$ cat config.mk
export PLATFORM = sky130hd
export DESIGN_NAME = info_dram_arbiter_flat
export DESIGN_NICKNAME = d
export VERILOG_FILES = /design/src/rtl/info_dram_arbiter_if.sv /design/src/rtl/info_dram_arbiter.sv /design/src/flat_wrapper.sv
export SDC_FILE = /design/constraint.sdc
export NUM_CORES = 1
export LEC_CHECK = 0
export CAP_MARGIN = 15
export CORE_AREA = 2 2 154 156
export CTS_CLUSTER_SIZE = 20
export DETAILED_ROUTE_END_ITERATION = 8
export DIE_AREA = 0 0 156 158
export PLACE_DENSITY = 0.74
export SYNTH_ARGS = -nofsm -noshare
export SYNTH_HDL_FRONTEND = slang
export SYNTH_SLANG_ARGS = --single-unit
$ cat constraint.sdc
create_clock -name clk -period 15.33 [get_ports clk]
set_input_delay 3.8325 -clock clk [delete_from_list [all_inputs] [get_ports clk]]
set_output_delay 3.8325 -clock clk [all_outputs]
set_load 0.01 [all_outputs]
$ cat src/rtl/info_dram_arbiter_if.sv
// AXI4-Lite single-beat bus between the record arbiter and the DRAM bridge.
// The master modport is the arbiter side and the slave modport is the bridge side.
interface info_dram_arbiter_if #(
    parameter int ADDR_W = 17,
    parameter int DATA_W = 64
);
    logic              ar_valid;
    logic [ADDR_W-1:0] ar_addr;
    logic              ar_ready;
    logic              r_valid;
    logic [DATA_W-1:0] r_data;
    logic [1:0]        r_resp;
    logic              r_ready;
    logic              aw_valid;
    logic [ADDR_W-1:0] aw_addr;
    logic              aw_ready;
    logic              w_valid;
    logic [DATA_W-1:0] w_data;
    logic              w_ready;
    logic              b_valid;
    logic [1:0]        b_resp;
    logic              b_ready;

    modport master (
        output ar_valid, ar_addr, input  ar_ready,
        input  r_valid, r_data, r_resp, output r_ready,
        output aw_valid, aw_addr, input  aw_ready,
        output w_valid, w_data, input  w_ready,
        input  b_valid, b_resp, output b_ready
    );

    modport slave (
        input  ar_valid, ar_addr, output ar_ready,
        output r_valid, r_data, r_resp, input  r_ready,
        input  aw_valid, aw_addr, output aw_ready,
        input  w_valid, w_data, output w_ready,
        output b_valid, b_resp, input  b_ready
    );
endinterface

$ cat src/rtl/info_dram_arbiter.sv
// Round-robin arbiter sharing one DRAM AXI4-Lite port between the buyer (0) and
// seller (1) record requesters; one single-beat transaction in flight at a time.
module info_dram_arbiter #(
    parameter int                ADDR_W    = 17,
    parameter int                DATA_W    = 64,
    parameter logic [ADDR_W-1:0] BASE_ADDR = 17'h10000
) (
    input  logic              clk,
    input  logic              rst,
    input  logic [1:0]        req_valid,
    input  logic [1:0]        req_write,
    input  logic [7:0]        req_id0,
    input  logic [7:0]        req_id1,
    input  logic [DATA_W-1:0] req_wdata0,
    input  logic [DATA_W-1:0] req_wdata1,
    output logic [1:0]        done,
    output logic [DATA_W-1:0] rdata,
    output logic              err,
    info_dram_arbiter_if.master axi
);
    localparam logic [2:0] IDLE         = 3'd0;
    localparam logic [2:0] RD_ADDR      = 3'd1;
    localparam logic [2:0] RD_DATA      = 3'd2;
    localparam logic [2:0] WR_ADDR_DATA = 3'd3;
    localparam logic [2:0] WR_RESP      = 3'd4;
    localparam logic [2:0] DONE         = 3'd5;

    logic [2:0]        state;
    logic              last_grant;
    logic              grant;
    logic              sel;
    logic [7:0]        sel_id;
    logic [ADDR_W-1:0] sel_addr;
    logic              sel_write;
    logic [DATA_W-1:0] sel_wdata;
    logic              aw_ok;
    logic              w_ok;

    always_comb begin
        sel = 1'b0;
        if (&req_valid) sel = ~last_grant;
        else            sel = ~req_valid[0];
        sel_id    = sel ? req_id1 : req_id0;
        sel_write = sel ? req_write[1] : req_write[0];
        sel_wdata = sel ? req_wdata1 : req_wdata0;
        sel_addr  = BASE_ADDR + ADDR_W'({sel_id, 3'b000});
        // A channel counts as finished if it already dropped or handshakes now.
        aw_ok = !axi.aw_valid || axi.aw_ready;
        w_ok  = !axi.w_valid  || axi.w_ready;
    end

    always_ff @(posedge clk or posedge rst) begin
        if (rst) begin
            state        <= IDLE;
            last_grant   <= 1'b1;
            grant        <= 1'b0;
            done         <= '0;
            err          <= 1'b0;
            rdata        <= '0;
            axi.ar_valid <= 1'b0;
            axi.ar_addr  <= '0;
            axi.r_ready  <= 1'b0;
            axi.aw_valid <= 1'b0;
            axi.aw_addr  <= '0;
            axi.w_valid  <= 1'b0;
            axi.w_data   <= '0;
            axi.b_ready  <= 1'b0;
        end else begin
            done <= '0;
            err  <= 1'b0;
            case (state)
                IDLE: begin
                    if (|req_valid) begin
                        grant      <= sel;
                        last_grant <= sel;
                        if (sel_write) begin
                            axi.aw_valid <= 1'b1;
                            axi.aw_addr  <= sel_addr;
                            axi.w_valid  <= 1'b1;
                            axi.w_data   <= sel_wdata;
                            state        <= WR_ADDR_DATA;
                        end else begin
                            axi.ar_valid <= 1'b1;
                            axi.ar_addr  <= sel_addr;
                            state        <= RD_ADDR;
                        end
                    end
                end
                RD_ADDR: begin
                    if (axi.ar_ready) begin
                        axi.ar_valid <= 1'b0;
                        axi.r_ready  <= 1'b1;
                        state        <= RD_DATA;
                    end
                end
                RD_DATA: begin
                    if (axi.r_valid) begin
                        rdata       <= axi.r_data;
                        err         <= (axi.r_resp != 2'b00);
                        done        <= {grant, ~grant};
                        axi.r_ready <= 1'b0;
                        state       <= DONE;
                    end
                end
                WR_ADDR_DATA: begin
                    if (axi.aw_valid && axi.aw_ready) axi.aw_valid <= 1'b0;
                    if (axi.w_valid && axi.w_ready)   axi.w_valid  <= 1'b0;
                    if (aw_ok && w_ok) begin
                        axi.b_ready <= 1'b1;
                        state       <= WR_RESP;
                    end
                end
                WR_RESP: begin
                    if (axi.b_valid) begin
                        err         <= (axi.b_resp != 2'b00);
                        done        <= {grant, ~grant};
                        axi.b_ready <= 1'b0;
                        state       <= DONE;
                    end
                end
                DONE:    state <= IDLE;
                default: state <= IDLE;
            endcase
        end
    end

    a_done_onehot: assert property (@(posedge clk) disable iff (rst) done != 2'b11);
    a_no_ar_aw:    assert property (@(posedge clk) disable iff (rst) !(axi.ar_valid && axi.aw_valid));
    a_ar_hold:     assert property (@(posedge clk) disable iff (rst)
                                    (axi.ar_valid && !axi.ar_ready) |=> axi.ar_valid);
    a_aw_hold:     assert property (@(posedge clk) disable iff (rst)
                                    (axi.aw_valid && !axi.aw_ready) |=> axi.aw_valid);
    a_w_hold:      assert property (@(posedge clk) disable iff (rst)
                                    (axi.w_valid && !axi.w_ready) |=> axi.w_valid);
endmodule

$ cat src/flat_wrapper.sv
// flat-port wrapper written by rule: the top's interface ports become plain ports
module info_dram_arbiter_flat 
#(
    parameter int                ADDR_W    = 17,
    parameter int                DATA_W    = 64,
    parameter logic [ADDR_W-1:0] BASE_ADDR = 17'h10000
)
  (clk, rst, req_valid, req_write, req_id0, req_id1, req_wdata0, req_wdata1, done, rdata, err, axi_ar_valid, axi_ar_addr, axi_ar_ready, axi_r_valid, axi_r_data, axi_r_resp, axi_r_ready, axi_aw_valid, axi_aw_addr, axi_aw_ready, axi_w_valid, axi_w_data, axi_w_ready, axi_b_valid, axi_b_resp, axi_b_ready);
  info_dram_arbiter_if #(.ADDR_W(ADDR_W), .DATA_W(DATA_W)) axi_i ();
  input  logic clk;
  input  logic rst;
  input  logic [1:0] req_valid;
  input  logic [1:0] req_write;
  input  logic [7:0] req_id0;
  input  logic [7:0] req_id1;
  input  logic [DATA_W-1:0] req_wdata0;
  input  logic [DATA_W-1:0] req_wdata1;
  output logic [1:0] done;
  output logic [DATA_W-1:0] rdata;
  output logic err;
  output wire logic [$bits(axi_i.ar_valid)-1:0] axi_ar_valid;
  output wire logic [$bits(axi_i.ar_addr)-1:0] axi_ar_addr;
  input wire logic [$bits(axi_i.ar_ready)-1:0] axi_ar_ready;
  input wire logic [$bits(axi_i.r_valid)-1:0] axi_r_valid;
  input wire logic [$bits(axi_i.r_data)-1:0] axi_r_data;
  input wire logic [$bits(axi_i.r_resp)-1:0] axi_r_resp;
  output wire logic [$bits(axi_i.r_ready)-1:0] axi_r_ready;
  output wire logic [$bits(axi_i.aw_valid)-1:0] axi_aw_valid;
  output wire logic [$bits(axi_i.aw_addr)-1:0] axi_aw_addr;
  input wire logic [$bits(axi_i.aw_ready)-1:0] axi_aw_ready;
  output wire logic [$bits(axi_i.w_valid)-1:0] axi_w_valid;
  output wire logic [$bits(axi_i.w_data)-1:0] axi_w_data;
  input wire logic [$bits(axi_i.w_ready)-1:0] axi_w_ready;
  input wire logic [$bits(axi_i.b_valid)-1:0] axi_b_valid;
  input wire logic [$bits(axi_i.b_resp)-1:0] axi_b_resp;
  output wire logic [$bits(axi_i.b_ready)-1:0] axi_b_ready;
  assign axi_ar_valid = axi_i.ar_valid;
  assign axi_ar_addr = axi_i.ar_addr;
  assign axi_i.ar_ready = axi_ar_ready;
  assign axi_i.r_valid = axi_r_valid;
  assign axi_i.r_data = axi_r_data;
  assign axi_i.r_resp = axi_r_resp;
  assign axi_r_ready = axi_i.r_ready;
  assign axi_aw_valid = axi_i.aw_valid;
  assign axi_aw_addr = axi_i.aw_addr;
  assign axi_i.aw_ready = axi_aw_ready;
  assign axi_w_valid = axi_i.w_valid;
  assign axi_w_data = axi_i.w_data;
  assign axi_i.w_ready = axi_w_ready;
  assign axi_i.b_valid = axi_b_valid;
  assign axi_i.b_resp = axi_b_resp;
  assign axi_b_ready = axi_i.b_ready;
  info_dram_arbiter #(.ADDR_W(ADDR_W), .DATA_W(DATA_W), .BASE_ADDR(BASE_ADDR)) u_core (.clk(clk), .rst(rst), .req_valid(req_valid), .req_write(req_write), .req_id0(req_id0), .req_id1(req_id1), .req_wdata0(req_wdata0), .req_wdata1(req_wdata1), .done(done), .rdata(rdata), .err(err), .axi(axi_i));
endmodule
Yosys cells after proc, flatten, opt, wreduce, memory -nomap -nowiden:

Cells that the tools add are included.

* register bits: 175
* input bits: 223
* logic and storage cells: 91

* add/sub/neg operators: 1
* equality and inequality tests: 13
* muxes and demuxes: 33
* bitwise logic cells: 4
* reductions and logical operators: 26

Operators by type and width (number)
* $mux 64: 1
* $add 17x11->17 const A: 1
* $mux 1: 15
* $mux 3: 5
* $pmux 3 s5: 1
* $pmux 1 s2: 6
* $reduce_and 3->1: 4
* $reduce_and 4->1: 3
* $reduce_bool 2->1: 6
* $ne 2x1->1 const B: 5
* $mux 8: 1
* $ne 2x2->1 const B: 4
* $eq 3x2->1 const B: 2
* $mux 2: 3
* $reduce_and 2->1: 3
* $reduce_and 5->1: 1
* $not 1->1: 4
* $pmux 2 s2: 1
* $eq 3x1->1 const B: 1
* $eq 3x3->1 const B: 1
* $logic_and 1x1->1: 3
* $logic_not 3->1: 1
* $logic_not 1->1: 2
* $logic_or 1x1->1: 2
* $reduce_or 2->1: 1

Logic depth before layout (Yosys ltp):

* depth after elaboration: 6
* gate-level depth with buffers: 6
* mapped depth without buffers: 4

Worst setup path before layout:

No wires, ideal clock.

* kind: input port to flip-flop
* start: input req_valid[1]
* end: register u_core.axi.w_data[10]
* library setup time: 127 ps
* arrival time: 5069 ps
* path slack: 10134 ps
* stages: 6
* path through: inv_1 -> o21ai_0 -> buf_2 -> buf_2 -> mux2_2 -> mux2_1

* longest elaborated chain between the ends: 4

Ends and longest elaborated chain
* start, declared: line flat_wrapper.sv:12 `input logic [1:0] req_valid;`
* $reduce_and 2->1: line info_dram_arbiter.sv:41 `if (&req_valid) sel = ~last_grant;`
* $mux 1: line info_dram_arbiter.sv:41
* $mux 1: line info_dram_arbiter.sv:44 `sel_write = sel ? req_write[1] : req_write[0];`
* $reduce_and 3->1 (no line)
* end signal, assigned: line info_dram_arbiter.sv:80 `axi.w_data <= sel_wdata;`
* end, declared: line info_dram_arbiter_if.sv:28 `output w_valid, w_data, input w_ready,`

Parallel ways exist; a longest one is shown, timed or not.
A chain may end at the register's enable or synchronous reset.

Final worst setup path:

* start: input req_valid[0]
* end: register u_core.axi.w_data[58]

* longest elaborated chain between the ends: 4

Ends and longest elaborated chain (line)
* $reduce_and 2->1 / $not 1->1 (equally long branches): info_dram_arbiter.sv:41, info_dram_arbiter.sv:42
* $mux 1: info_dram_arbiter.sv:41
* $mux 1: info_dram_arbiter.sv:44
* $reduce_and 3->1 (no line)

Parallel ways exist; a longest one is shown, timed or not.

==> results.txt <==
status: complete, no violations
worst path required time: 15.63 ns
Setup TNS: 0 ns
io pins: 393
MaxCap Viol Count: 0
Rel. slew slack: 0.332
maximum vdd drop: 0.0894 mV
router iterations before antenna repair: 5
Worst-Margin Slew: 1.00 ns
Hold Crit Class: register to register
Die Wd: 156 microns
Synth Register Bits: 159
clock latency on the worst-skew pair: 0.42 ns
area of the mapped netlist: 7040 sq um
Post-CTS Hold Buffers: 0
placed insts: 1120
Max FO, Critical Path: 61
Crit Path Class: input port to register
Non-Filler Instances: 1152
first-pass GRT wire length: 30400 microns
overall power: 2.14 mW
number of clock sinks: 159
nets: 1072
Final Cycle Share: 0.409
Rows: 56
critical path arrival: 6.57 ns
Die Height: 158 microns
Overall Global Routing Usage: 0.161
Leakage Power: 4.73 nW
Post-DP HPWL: 15200 microns
post-cts sizing count: 0
vias per cell: 4.52
hold_ws: 0.464 ns
Post-Route WL: 20300 microns
clock buffer depth: 2
DRC viols: 0
# Post-CTS Setup Buffers: 0
synth-to-layout area growth: 65.2%
Seq/Total Area, Yosys: 0.566
Peak Freq: 159 MHz
shortest period the worst path allows: 6.27 ns
initial antenna violation count: 0
Power Dens Cells: 184 nW/um^2
Final setup viols: 0
1st-iter DRT viols: 151
RSZ-0062 raised after global routing: false
CTS root buf: clkbuf_16
fillcell total: 2053
Core ar.: 23100 sq um
GPL Wtd Cong: 0.718
crit end category: register
ANT cells: 0
wire length per cell: 17.6 microns
CTS tree: done
post-route clock skew: 0.0132 ns
H-Tree Depth: 4
antenna viol nets, final: 0
Port Buf Inserts: 376
TritonCTS Buffers: 17
Unique masters post-synth: 32
initial core utilization: 0.305
Slew Limit Fails: 0
YS warnings: 0
Worst-path clk slew: 0.07 ns
layout cell share with drive strength beyond 1: 0.241
crit start category: input port
vias: 5205
Synth Area per Inst: 14.8 sq um
Util after Layout: 0.505
global route overflow: 0
full die area: 24600 sq um
vias in the first global route: 5594
Final Hold Vio Count: 0
Syn Inst Count: 475
largest net degree at the start of global routing: 91
## cell usage after synthesis, drive strengths merged
| library cell | count | area, sq um |
|---|---|---|
| or2 | 1 | 6.26 |
| a21o | 2 | 15.0 |
| a221oi | 1 | 8.76 |
| a31oi | 1 | 6.26 |
| nand2b | 3 | 18.8 |
| conb | 1 | 3.75 |
| nand3 | 4 | 20.0 |
| buf | 39 | 269 |
| a21boi | 1 | 11.3 |
| a32oi | 1 | 8.76 |
| clkbuf | 1 | 3.75 |
| nor2 | 8 | 30.0 |
| nor4 | 1 | 21.3 |
| nor3 | 2 | 10.0 |
| dfrtp | 158 | 3950 |
| dfstp | 1 | 26.3 |
| o22ai | 1 | 6.26 |
| o211ai | 1 | 7.51 |
| nand2 | 2 | 7.51 |
| a21oi | 3 | 15.0 |
| nor2b | 4 | 25.0 |
| a22o | 1 | 8.76 |
| mux2 | 218 | 2450 |
| a211o | 1 | 8.76 |
| o31ai | 1 | 7.51 |
| inv | 8 | 30.0 |
| a311oi | 1 | 8.76 |
| o21ai | 9 | 45.0 |
## metrics by stage
stage / setup slack, ns / cell area [sq um]
finish: 9.06 / 11600
global placement: 8.65 / 11000
CTS: 9.04 / 11600
detailed placement: 8.59 / 11000
floorplan: 7.21 / 7090
global route: 8.89 / 11600
## worst paths after layout
kind | from | end | slack [ns] | cells past startpoint
hold / removal | u_core.axi.ar_addr[16] | u_core.axi.ar_addr[16] | 0.46 | 1
min in group asynchronous | rst | u_core.axi.aw_addr[3] | 3.94 | 2
setup / recovery | req_valid[0] | u_core.axi.w_data[58] | 9.06 | 6
setup reg to reg | u_core.state[0] | u_core.axi.w_data[58] | 12.51 | 4
max in group asynchronous | rst | u_core.rdata[19] | 9.96 | 3
hold reg to reg | u_core.axi.ar_addr[16] | u_core.axi.ar_addr[16] | 0.46 | 1
## power breakdown
| part | internal (mW) | leakage, nW | switching (mW) |
|---|---|---|---|
| combinational | 0.595 | 2.54 | 0.350 |
| clock | 0.263 | 0.298 | 0.189 |
| sequential | 0.630 | 1.89 | 0.119 |
## placed cells by master, fill, tap and decap left out, drive strengths merged
master / n
a211o: 1
a21boi: 1
a21o: 2
a21oi: 3
a221oi: 1
a22o: 1
a311oi: 1
a31oi: 1
a32oi: 1
buf: 4
bufinv: 3
clkbuf: 18
clkdlybuf4s50: 376
clkinv: 1
clkinvlp: 2
conb: 16
dfrtp: 158
dfstp: 1
inv: 16
mux2: 218
nand2: 2
nand2b: 3
nand3: 4
nor2: 8
nor2b: 4
nor3: 2
nor4: 1
o211ai: 1
o21ai: 9
o22ai: 1
o31ai: 1
or2: 1
## routing by layer
layer	track usage	vias up	part of all wire
li1	-	2413	-
met1	0.177	2533	0.39
met2	0.281	244	0.49
met3	0.0728	15	0.11
met4	0.0498	0	0.014
met5	0	-	0
## state kept, by name, indices dropped and copies added, names as in the netlist
register / flops
u_core.axi.ar_addr: 9
u_core.axi.ar_valid: 1
u_core.axi.aw_addr: 9
u_core.axi.aw_valid: 1
u_core.axi.b_ready: 1
u_core.axi.r_ready: 1
u_core.axi.w_data: 64
u_core.axi.w_valid: 1
u_core.done: 2
u_core.err: 1
u_core.grant: 1
u_core.last_grant: 1
u_core.rdata: 64
u_core.state: 3
## worst max-delay path: stages
cell	delay [ns]
clkdlybuf4s50_1	0.60
nor2_1	0.13
nor4_4	0.23
a21boi_4	0.56
buf_4	0.73
mux2_2	0.41
## kinds of logic after synthesis
family                 synth area share
muxes                             0.349
DFF                               0.566
buffers and inverters            0.0430
and+or+nand+nor                  0.0197
AOI/OAI and AO/OA                0.0224
other                          0.000533
## area by class of cell
class	count	area, sq um	area share
clock inverters	14	191	0.0165
well taps	290	363	0.0312
inverters	8	35.0	0.00301
multi-input cells	283	2840	0.244
flip-flops and latches	159	3980	0.342
clock buffers	18	429	0.0369
repair buffers	380	3790	0.326
No activity file was read; power rests on OpenSTA's default activity.
